`src/rtl/femto_clkdiv.sv`:
```
// femto_clkdiv: multi-channel clock-enable generator with a settle/lock flag.
// Each channel emits registered one-cycle ce pulses at a configurable rate.
// Default build: integer divider per channel (period = cfg cycles, cfg=0 off).
// Optional build macro FEMTO_CLKDIV_FRAC_EN: every channel becomes a fractional
// NCO (phase accumulator, ce = carry-out, average rate cfg/2^WIDTH).
//
// Write interface: wr_en is a single-cycle strobe with no back-pressure; every
// cycle in which wr_en=1 and wr_chan < CHANNELS is exactly one accepted write.
// Out-of-range channel numbers are silently dropped and do not touch lock state.
module femto_clkdiv #(
  parameter int CHANNELS    = 4,
  parameter int WIDTH       = 16,
  parameter int DEFAULT_DIV = 2,
  parameter int LOCK_CYCLES = 16,
  localparam int CW         = (CHANNELS > 1) ? $clog2(CHANNELS) : 1
) (
  input  logic                clk,
  input  logic                reset,
  input  logic                wr_en,
  input  logic [CW-1:0]       wr_chan,
  input  logic [WIDTH-1:0]    wr_data,
  output logic [CHANNELS-1:0] ce,
  output logic                locked
);

  localparam logic [WIDTH-1:0] DEF_CFG  = WIDTH'(DEFAULT_DIV);
  localparam logic [WIDTH-1:0] DEF_CNT  = (DEFAULT_DIV == 0) ? '0 : WIDTH'(DEFAULT_DIV - 1);
  localparam logic [CW:0]      NCH      = CHANNELS[CW:0];
  localparam logic [15:0]      LOCK_MAX = 16'(LOCK_CYCLES);

  logic [WIDTH-1:0]    cfg_q [CHANNELS];
  logic [WIDTH-1:0]    cfg_d [CHANNELS];
  logic [WIDTH-1:0]    cnt_q [CHANNELS];
  logic [WIDTH-1:0]    cnt_d [CHANNELS];
  logic [CHANNELS-1:0] ce_q;
  logic [CHANNELS-1:0] ce_d;
  logic [15:0]         lock_cnt_q;
  logic [15:0]         lock_cnt_d;
  logic                locked_q;
  logic                locked_d;
  logic                wr_valid;

`ifdef FEMTO_CLKDIV_FRAC_EN
  logic [WIDTH:0]      sum [CHANNELS];
`endif

  // A write only counts when it addresses an existing channel.
  assign wr_valid = wr_en && ({1'b0, wr_chan} < NCH);

  // Per-channel next state: free-running divide/accumulate, overridden by a write.
  always_comb begin
    for (int i = 0; i < CHANNELS; i++) begin
      cfg_d[i] = cfg_q[i];
      cnt_d[i] = cnt_q[i];
      ce_d[i]  = 1'b0;
`ifdef FEMTO_CLKDIV_FRAC_EN
      sum[i]   = {1'b0, cnt_q[i]} + {1'b0, cfg_q[i]};
      cnt_d[i] = sum[i][WIDTH-1:0];
      ce_d[i]  = sum[i][WIDTH];
`else
      if (cfg_q[i] == '0) begin
        cnt_d[i] = '0;
      end else if (cnt_q[i] == '0) begin
        ce_d[i]  = 1'b1;
        cnt_d[i] = cfg_q[i] - WIDTH'(1);
      end else begin
        cnt_d[i] = cnt_q[i] - WIDTH'(1);
      end
`endif
      // A write restarts the channel and swallows the pulse it would have made.
      if (wr_valid && (wr_chan == CW'(i))) begin
        cfg_d[i] = wr_data;
        ce_d[i]  = 1'b0;
`ifdef FEMTO_CLKDIV_FRAC_EN
        cnt_d[i] = '0;
`else
        cnt_d[i] = (wr_data == '0) ? '0 : (wr_data - WIDTH'(1));
`endif
      end
    end
  end

  // Lock counter: cleared by any accepted write, saturates at LOCK_CYCLES.
  always_comb begin
    lock_cnt_d = lock_cnt_q;
    if (wr_valid) begin
      lock_cnt_d = '0;
    end else if (lock_cnt_q != LOCK_MAX) begin
      lock_cnt_d = lock_cnt_q + 16'd1;
    end
    // A write in the would-be lock cycle leaves lock_cnt_d at 0, so locked stays low.
    locked_d = (lock_cnt_d == LOCK_MAX);
  end

  // Channel registers; reset reloads the default divisor and aborts any period.
  always_ff @(posedge clk) begin
    if (reset) begin
      for (int i = 0; i < CHANNELS; i++) begin
        cfg_q[i] <= DEF_CFG;
        cnt_q[i] <= DEF_CNT;
      end
      ce_q <= '0;
    end else begin
      cfg_q <= cfg_d;
      cnt_q <= cnt_d;
      ce_q  <= ce_d;
    end
  end

  // Lock registers.
  always_ff @(posedge clk) begin
    if (reset) begin
      lock_cnt_q <= '0;
      locked_q   <= 1'b0;
    end else begin
      lock_cnt_q <= lock_cnt_d;
      locked_q   <= locked_d;
    end
  end

  assign ce     = ce_q;
  assign locked = locked_q;

endmodule
```
`config.mk`:
```
export PLATFORM = sky130hd
export DESIGN_NAME = femto_clkdiv
export DESIGN_NICKNAME = d
export VERILOG_FILES = /design/src/rtl/femto_clkdiv.sv
export SDC_FILE = /design/constraint.sdc
export NUM_CORES = 1
export LEC_CHECK = 0
export ABC_AREA = 1
export BUFFER_PORTS_ARGS = -buffer_cell sky130_fd_sc_hd__buf_4
export CORE_ASPECT_RATIO = 0.7
export CORE_MARGIN = 1
export CORE_UTILIZATION = 25
export CTS_CLUSTER_SIZE = 12
export DETAILED_ROUTE_END_ITERATION = 10
export PLACE_DENSITY_LB_ADDON = 0.05
export SYNTH_ARGS = -nofsm -noshare
export SYNTH_HDL_FRONTEND = slang
export SYNTH_SLANG_ARGS = --single-unit
export TNS_END_PERCENT = 5
```
`constraint.sdc`:
```
create_clock -name clk -period 2.7 [get_ports clk]
set_input_delay 0.27 -clock clk [delete_from_list [all_inputs] [get_ports clk]]
set_output_delay 0.27 -clock clk [all_outputs]
set_load 0.005 [all_outputs]
```
==> reports/results.md, run 1 <==
## Outcome
- finished clean — run status

## Placement
- 317 ps — worst slack at placement
- 26.1 mm — dpl hpwl
- 0.796 — GP Congestion
- 0.0100 mm² — area of placed instances
- 25 — Port Buffers

## Detailed routing
- 0 — post-route ant nets
- 654 — drt initial violations
- 34.7 mm — final routed wirelength across all metal layers
- 0 — residual DRC count
- 8899 — via count
- 17.9 µm — routed wirelength normalized by instance count
- 4.58 — routed vias/inst
- 5 — length of the first detailed-routing pass in iterations

## Critical path
- cnt_q[9]$_SDFF_PP0_ — launch instance of the worst register-to-register path
- 470 ps — R2R setup slack
- 18 — largest fanout of any net on the critical path
- cnt_q[14]$_SDFF_PP0_ — Reg2Reg Capture Point
- flop — critical path endpoint category
- 3080 ps — worst endpoint required time
- flop — category of the worst setup path launch point
- flop to flop — classification of the worst setup path
- 14 — Worst Reg2Reg Path Length in Cells
- 2610 ps — critical path data arrival time

## Pwr
- 5.46 mW — P_int
- 26.0% — clock share of power
- 44.8% — net switching share of the total power
- 4.43 mW — net switching power figure
- 0.482 mV — Peak VDD IR
- 4.63 nW — leakage
- 46.3% — Comb pwr share
- 930 mW/mm² — PwrDens
- 27.7% — relative contribution of sequential cells to total power

## Die
- 231 µm — die width
- 0.0360 mm² — Core Region
- 162 µm — floorplan die height
- 25.5% — starting density of the core
- 26 — I/O pin cnt
- 58 — Std-Cell Rows
- 0.0375 mm² — die outline area

## STA
- 82.6% — final critical-path share of the clock period
- 2230 ps — final period demand of the worst path
- 470 ps — post-route setup slack
- 0 — Final Hold Vio Count
- 0 ps — aggregate negative setup slack
- 8.91 ps — clock skew after layout
- 0 — Setup Viol. Count Final
- 0 — Slew Limit Fails
- 448 MHz — peak clock frequency supported by timing
- no — setup repair after global routing missed its margin
- 765 ps — Worst-Margin Slew
- 48.8% — Max transition margin

## Synthesis
- dfxtp_1 — ys flop type
- dfxtp_1 — area leader, netlist
- nand2_1 — most frequent cell after synthesis
- 149 — number of storage elements in the synthesis netlist
- 42 — count of cell types in the netlist
- 32.5% — area share of the leading cell type in the synthesized netlist
- 0% — FFs w/ async S/R, synth
- 32.5% — sequential area share after synthesis
- 0 — number of flops mapped to enable cells by yosys
- dfxtp_1 (33%), nand2_1 (14%), nand3_1 (8.1%) — Area contributors post-synth
- 0 — number of warnings issued by yosys
- nand2_1 (332), nor2_1 (182), inv_1 (171), dfxtp_1 (149), nand3_1 (149) — cell types with the highest counts after synthesis
- 0.00917 mm² — Synth Cell Area
- 6.46 µm² — synthesized area divided by synthesized cell count
- 1448 — Synthesized Nets
- 1420 — Cells after Synth

## Cells and area
- 1479 — number of nets in the layout
- 29.5% — Final Util
- 0 — Ant. Diodes
- 4051 — Fill cells
- 13.3% — proportion of layout cells with a drive suffix above 1
- 15.9% — Area growth, synth to finish
- 0.0106 mm² — Final Cell Area

## Clocking
- 0 — post-CTS setup buffers
- yes — TritonCTS clock tree
- 70 ps — clock slew at reported path FFs
- 4 — number of levels in the clock H-tree
- 17 — Inserted Clock Buffers
- 0 — number of cells upsized or downsized after cts
- 0 — count of hold buffers inserted by post-cts repair
- 450 ps — clock latency reported for the late side of the worst-skew pair
- 149 — number of sinks on the clock net
- clkbuf_16 — Clock Tree Root
- 2 — Clock Path Buffers

## Global routing
- 49 — maximum number of pins on one net before global-route repair
- 53.1 mm — wire length of the first global-routing pass
- 19.2% — total track usage
- 0 — final global-route overflow total
- 3 — antenna violations before repair
- 8220 — via count of the first global-routing pass

## Run
- 0 — number of max-cap violations

## Min path
- cfg_q[51]$_SDFFE_PP0P_ — Hold EP
- 3 — number of cells on the worst hold path
- input port to flop — worst min path class
- wr_data[3] — start point of the worst hold path

-- layout by cell type, fill, tap and decap left out, drive strengths merged, types with 4 or more instances in the layout --
cell,synthesis,routed
nand4,11,11
buf,20,64
nand3,163,163
o21bai,4,4
clkbuf,32,18
ha,7,7
inv,174,176
or2,4,4
nor4,15,15
a31oi,5,5
xor2,20,20
nor3,12,12
nor2,216,216
o21ai,89,89
nand2,357,357
dfxtp,149,149
a22oi,4,4
xnor2,5,5
clkinvlp,0,4
clkinv,1,6
a21oi,123,123
-- sequential cells by signal (all words and copies together), names as in the netlist --
register and cells:
cnt_q 64, ce 4, lock_cnt_q 16, cfg_q 64, locked 1
-- power groups by stage --
stage | Combinational [mW] | Clock, mW | Sequential (mW)
6_report | 4.58 | 2.56 | 2.74
5_1_grt | 5.18 | 2.72 | 2.78
4_1_cts | 4.59 | 2.64 | 2.74
3_5_place_dp | 4.57 | 0 | 2.78
3_3_place_gp | 4.61 | 0 | 2.80
2_1_floorplan | 3.54 | 0 | 2.71
-- critical path, cell delays in order (launching register included) --
cell and delay [ps]:
dfxtp_1 310, nor2_1 260, nand2_1 190, nor2_8 290, nand2_4 120, nor2_1 130, nor2_2 70, ha_1 250
nand3_4 130, nor2_1 80, nand3_1 70, nand2_1 50, nand2_1 50, nand2_1 40, a21oi_1 120
-- through the flow --
stage | hold slack, ps | total power, mW | std cells
floorplan | 396 | 6.25 | 1420
global placement | 485 | 7.41 | 1912
detailed placement | 475 | 7.35 | 1912
CTS | 117 | 9.96 | 1944
global route | 128 | 10.7 | 1944
finish | 136 | 9.88 | 1944
-- worst max-delay path by stage --
stage / startpoint / to / depth (start not counted)
3_5_place_dp: wr_data[0] / cnt_q[22]$_SDFF_PP0_ / 11
5_1_grt: cnt_q[9]$_SDFF_PP0_ / cnt_q[14]$_SDFF_PP0_ / 14
2_1_floorplan: cnt_q[31]$_SDFF_PP0_ / cnt_q[30]$_SDFF_PP0_ / 14
4_1_cts: cnt_q[53]$_SDFF_PP0_ / cnt_q[58]$_SDFF_PP0_ / 12
3_3_place_gp: wr_data[0] / cnt_q[4]$_SDFF_PP0_ / 11
6_report: cnt_q[9]$_SDFF_PP0_ / cnt_q[14]$_SDFF_PP0_ / 14
-- kinds of logic after synthesis --
kind of cell | synth area share [%]
AOI/OAI and AO/OA | 14.1
xor gates and xnor gates | 2.39
adders and majority gates | 0.955
buffers and inverters | 10.2
DFF | 32.5
and+or+nand+nor | 39.9
-- routing by layer --
metal / track usage [%] / vias to the layer above / share of wire [%]
met4: 4.55 / 0 / 1.2
met3: 3.20 / 21 / 3.9
met1: 31.3 / 4102 / 58
li1: - / 4631 / -
met5: 0 / - / 0
met2: 25.0 / 145 / 37
-- cell type report --
cell class | count | area (µm²) | area share, %
clock buffers | 18 | 439 | 4.13
well taps | 480 | 601 | 5.65
flip-flops and latches | 149 | 2980 | 28.1
multi-input cells | 1044 | 5280 | 49.7
clock inverters | 14 | 174 | 1.64
repair buffers | 64 | 493 | 4.64
inverters | 175 | 658 | 6.19
Note: power is estimated with default switching activity, not from simulation.
==> run 2: changes to the inputs <==
clock period = 2.2 ns   (was 2.7 ns; I/O delays follow)
==> run 2 against run 1 <==
  * Via count grew 2.2%
  * Wire length up 1.6%
  * Core utilization grew 0.98 points
  * Clock skew rose by 1.6 ps
  * Highest routed layer unchanged
==> reports/results.md, run 2 (synthesis results as in run 1) <==
## Clocking
- 70 ps — clock slew at reported path FFs, about the same
- 4 — number of levels in the clock H-tree, unchanged
- yes — TritonCTS clock tree
- 149 — number of sinks on the clock net, unchanged
- 2 — Clock Path Buffers, unchanged
- 450 ps — clock latency reported for the late side of the worst-skew pair, about the same
- clkbuf_16 — Clock Tree Root
- 17 — Inserted Clock Buffers, unchanged
- 0 — count of hold buffers inserted by post-cts repair, unchanged

## Critical path
- cnt_q[52]$_SDFF_PP0_ — end of the critical path
- 1 — WP buf/inv, +1
- 2440 ps — critical path data arrival time, -170 ps
- 12 — Worst Reg2Reg Path Length in Cells, -2
- 2580 ps — worst endpoint required time, -500 ps
- cnt_q[59]$_SDFF_PP0_ — launch instance of the worst register-to-register path
- cnt_q[59]$_SDFF_PP0_ — first element of the critical path
- 130 ps — R2R setup slack, -340 ps
- nor2_1, nand2_1, nor2_4, nand2_4, nor2_1, nor2_2, ha_1, nand3_4, buf_4, xor2_1, nand2_1, a21oi_1 — critical-path cell list
- flop — critical path endpoint category
- cnt_q[52]$_SDFF_PP0_ — Reg2Reg Capture Point
- dfxtp_1 — critical path's slowest cell
- simple AND/OR/NAND/NOR gates — cell type group with the largest total delay on the critical path
- flop to flop — classification of the worst setup path
- 340 ps — critical path's largest stage delay, +30 ps
- 8 — largest fanout of any net on the critical path, -10
- 12 — Critical Path Stages, -2
- flop — category of the worst setup path launch point

## Detailed routing
- 826 — drt initial violations, +26%
- 4.59 — routed vias/inst, +0.23%
- 9094 — via count, +2.2%
- 5 — length of the first detailed-routing pass in iterations, unchanged
- 17.8 µm — routed wirelength normalized by instance count, -0.33%
- 0 — residual DRC count, unchanged
- 0 — post-route ant nets, unchanged
- 35.3 mm — final routed wirelength across all metal layers, +1.6%

## Cells and area
- nand2_1 — most common cell after layout, fill and taps aside
- 19.7% — Area growth, synth to finish
- cfg_q: 64 flops, cnt_q: 64 flops, lock_cnt_q: 16 flops — biggest regs
- 1517 — number of nets in the layout, +2.6%
- 30.5% — Final Util, +0.98 points
- 0.0110 mm² — Final Cell Area, +3.3%
- 0 — Ant. Diodes, unchanged
- nand2_1 (331), nor2_1 (177), inv_1 (170) — commonest cells after routing, fill and taps aside
- 15.8% — proportion of layout cells with a drive suffix above 1, +2.5 points

## STA
- 93.9% — final critical-path share of the clock period, +11 points
- 0 — Setup Viol. Count Final, unchanged
- 2070 ps — final period demand of the worst path, -164 ps
- 801 ps — Worst-Margin Slew, +36.2 ps
- 10.5 ps — clock skew after layout, +1.56 ps
- 0 — Slew Limit Fails, unchanged
- no — setup repair after global routing missed its margin
- 46.4% — Max transition margin, -2.4 points
- 134 ps — post-route setup slack, -336 ps
- 0 — Final Hold Vio Count, unchanged
- 484 MHz — peak clock frequency supported by timing, +8.0%

## Pwr
- 1130 mW/mm² — PwrDens, +22%
- 0.528 mV — Peak VDD IR, +9.6%
- 4.85 nW — leakage, +4.7%

## Die
- 231 µm — die width, unchanged
- 162 µm — floorplan die height, unchanged
- 25.5% — starting density of the core, unchanged
- 58 — Std-Cell Rows, unchanged
- 26 — I/O pin cnt, unchanged
- 0.0360 mm² — Core Region, unchanged
- 0.0375 mm² — die outline area, unchanged

## Placement
- 0.0103 mm² — area of placed instances, +3.1%
- 26.7 mm — dpl hpwl, +2.4%
- -280 ps — worst slack at placement, -597 ps
- 25 — Port Buffers, unchanged
- 0.868 — GP Congestion, +9.0%

## Global routing
- 19.2% — total track usage, +0.023 points
- 0 — final global-route overflow total, unchanged
- 8468 — via count of the first global-routing pass, +3.0%
- 53.3 mm — wire length of the first global-routing pass, +0.27%
- 0 — antenna violations before repair, -3
- 68 — maximum number of pins on one net before global-route repair, +39%

## Run
- 0 — number of max-cap violations, unchanged

## Outcome
- finished clean — run status

## Min path
- input port to flop — worst min path class
- 3 — number of cells on the worst hold path, unchanged

run 2: cell count changes in the layout (fill, tap and decap cells not counted), moves of 2 or more:
cell      previous run  this run
nor2_2              21        23
inv_6                3         1
nor2_1             180       177
clkbuf_8             1         4
buf_12               1         3
buf_4               63        98
run 2: how the worst min path moves through the flow:
stage	endpoint	startpoint	slack (ps)
floorplan	cfg_q[1]$_SDFFE_PP1P_	wr_data[1]	350
global placement	cfg_q[0]$_SDFFE_PP0P_	cfg_q[0]$_SDFFE_PP0P_	480
detailed placement	cfg_q[0]$_SDFFE_PP0P_	cfg_q[0]$_SDFFE_PP0P_	480
CTS	cfg_q[3]$_SDFFE_PP0P_	wr_data[3]	80
global route	cfg_q[3]$_SDFFE_PP0P_	wr_data[3]	90
finish	cfg_q[3]$_SDFFE_PP0P_	wr_data[3]	110
run 2: through the flow:
stage	hold WS [ps]	power (mW)	instances	setup TNS [ps]
floorplan	346	7.66	1420	0
global placement	477	9.35	1950	-2410
detailed placement	475	9.22	1950	-1880
CTS	84.1	12.5	1982	0
global route	89.7	13.4	1982	0
finish	112	12.4	1982	0
run 2: cell type report:
cell class / count / area [µm²]
multi-input combinational: 1044 / 5300
tap: 480 / 601
fill: 3996 / 25000
timing repair buffer: 102 / 807
clock inverter: 11 / 148
inverter: 175 / 658
clock buffer: 21 / 480
sequential: 149 / 2980
run 2: worst register-to-register path: stages (launching register included):
cell	delay (ps)
dfxtp_1	340
nor2_1	120
nand2_1	140
nor2_4	260
nand2_4	90
nor2_1	120
nor2_2	50
ha_1	240
nand3_4	130
buf_4	130
xor2_1	190
nand2_1	80
a21oi_1	110
run 2: metal layers:
metal	up-vias	share of wire, %	global-route usage, %
met5	-	0	0
li1	4715	-	-
met3	16	5.9	4.76
met2	214	38	25.0
met4	0	0.87	3.97
met1	4149	56	30.5
run 2: repair_timing:
action,CTS,global route
setup buffers,0,0
endpoints found under the setup margin,0,9
hold endpoints to repair,0,0
gates resized for setup,0,8
run 2: where the power goes:
part	switching [mW]	internal, mW
Combinational	3.94	1.97
Sequential	0.254	3.10
Clock	1.27	1.91
Total	5.46	6.97
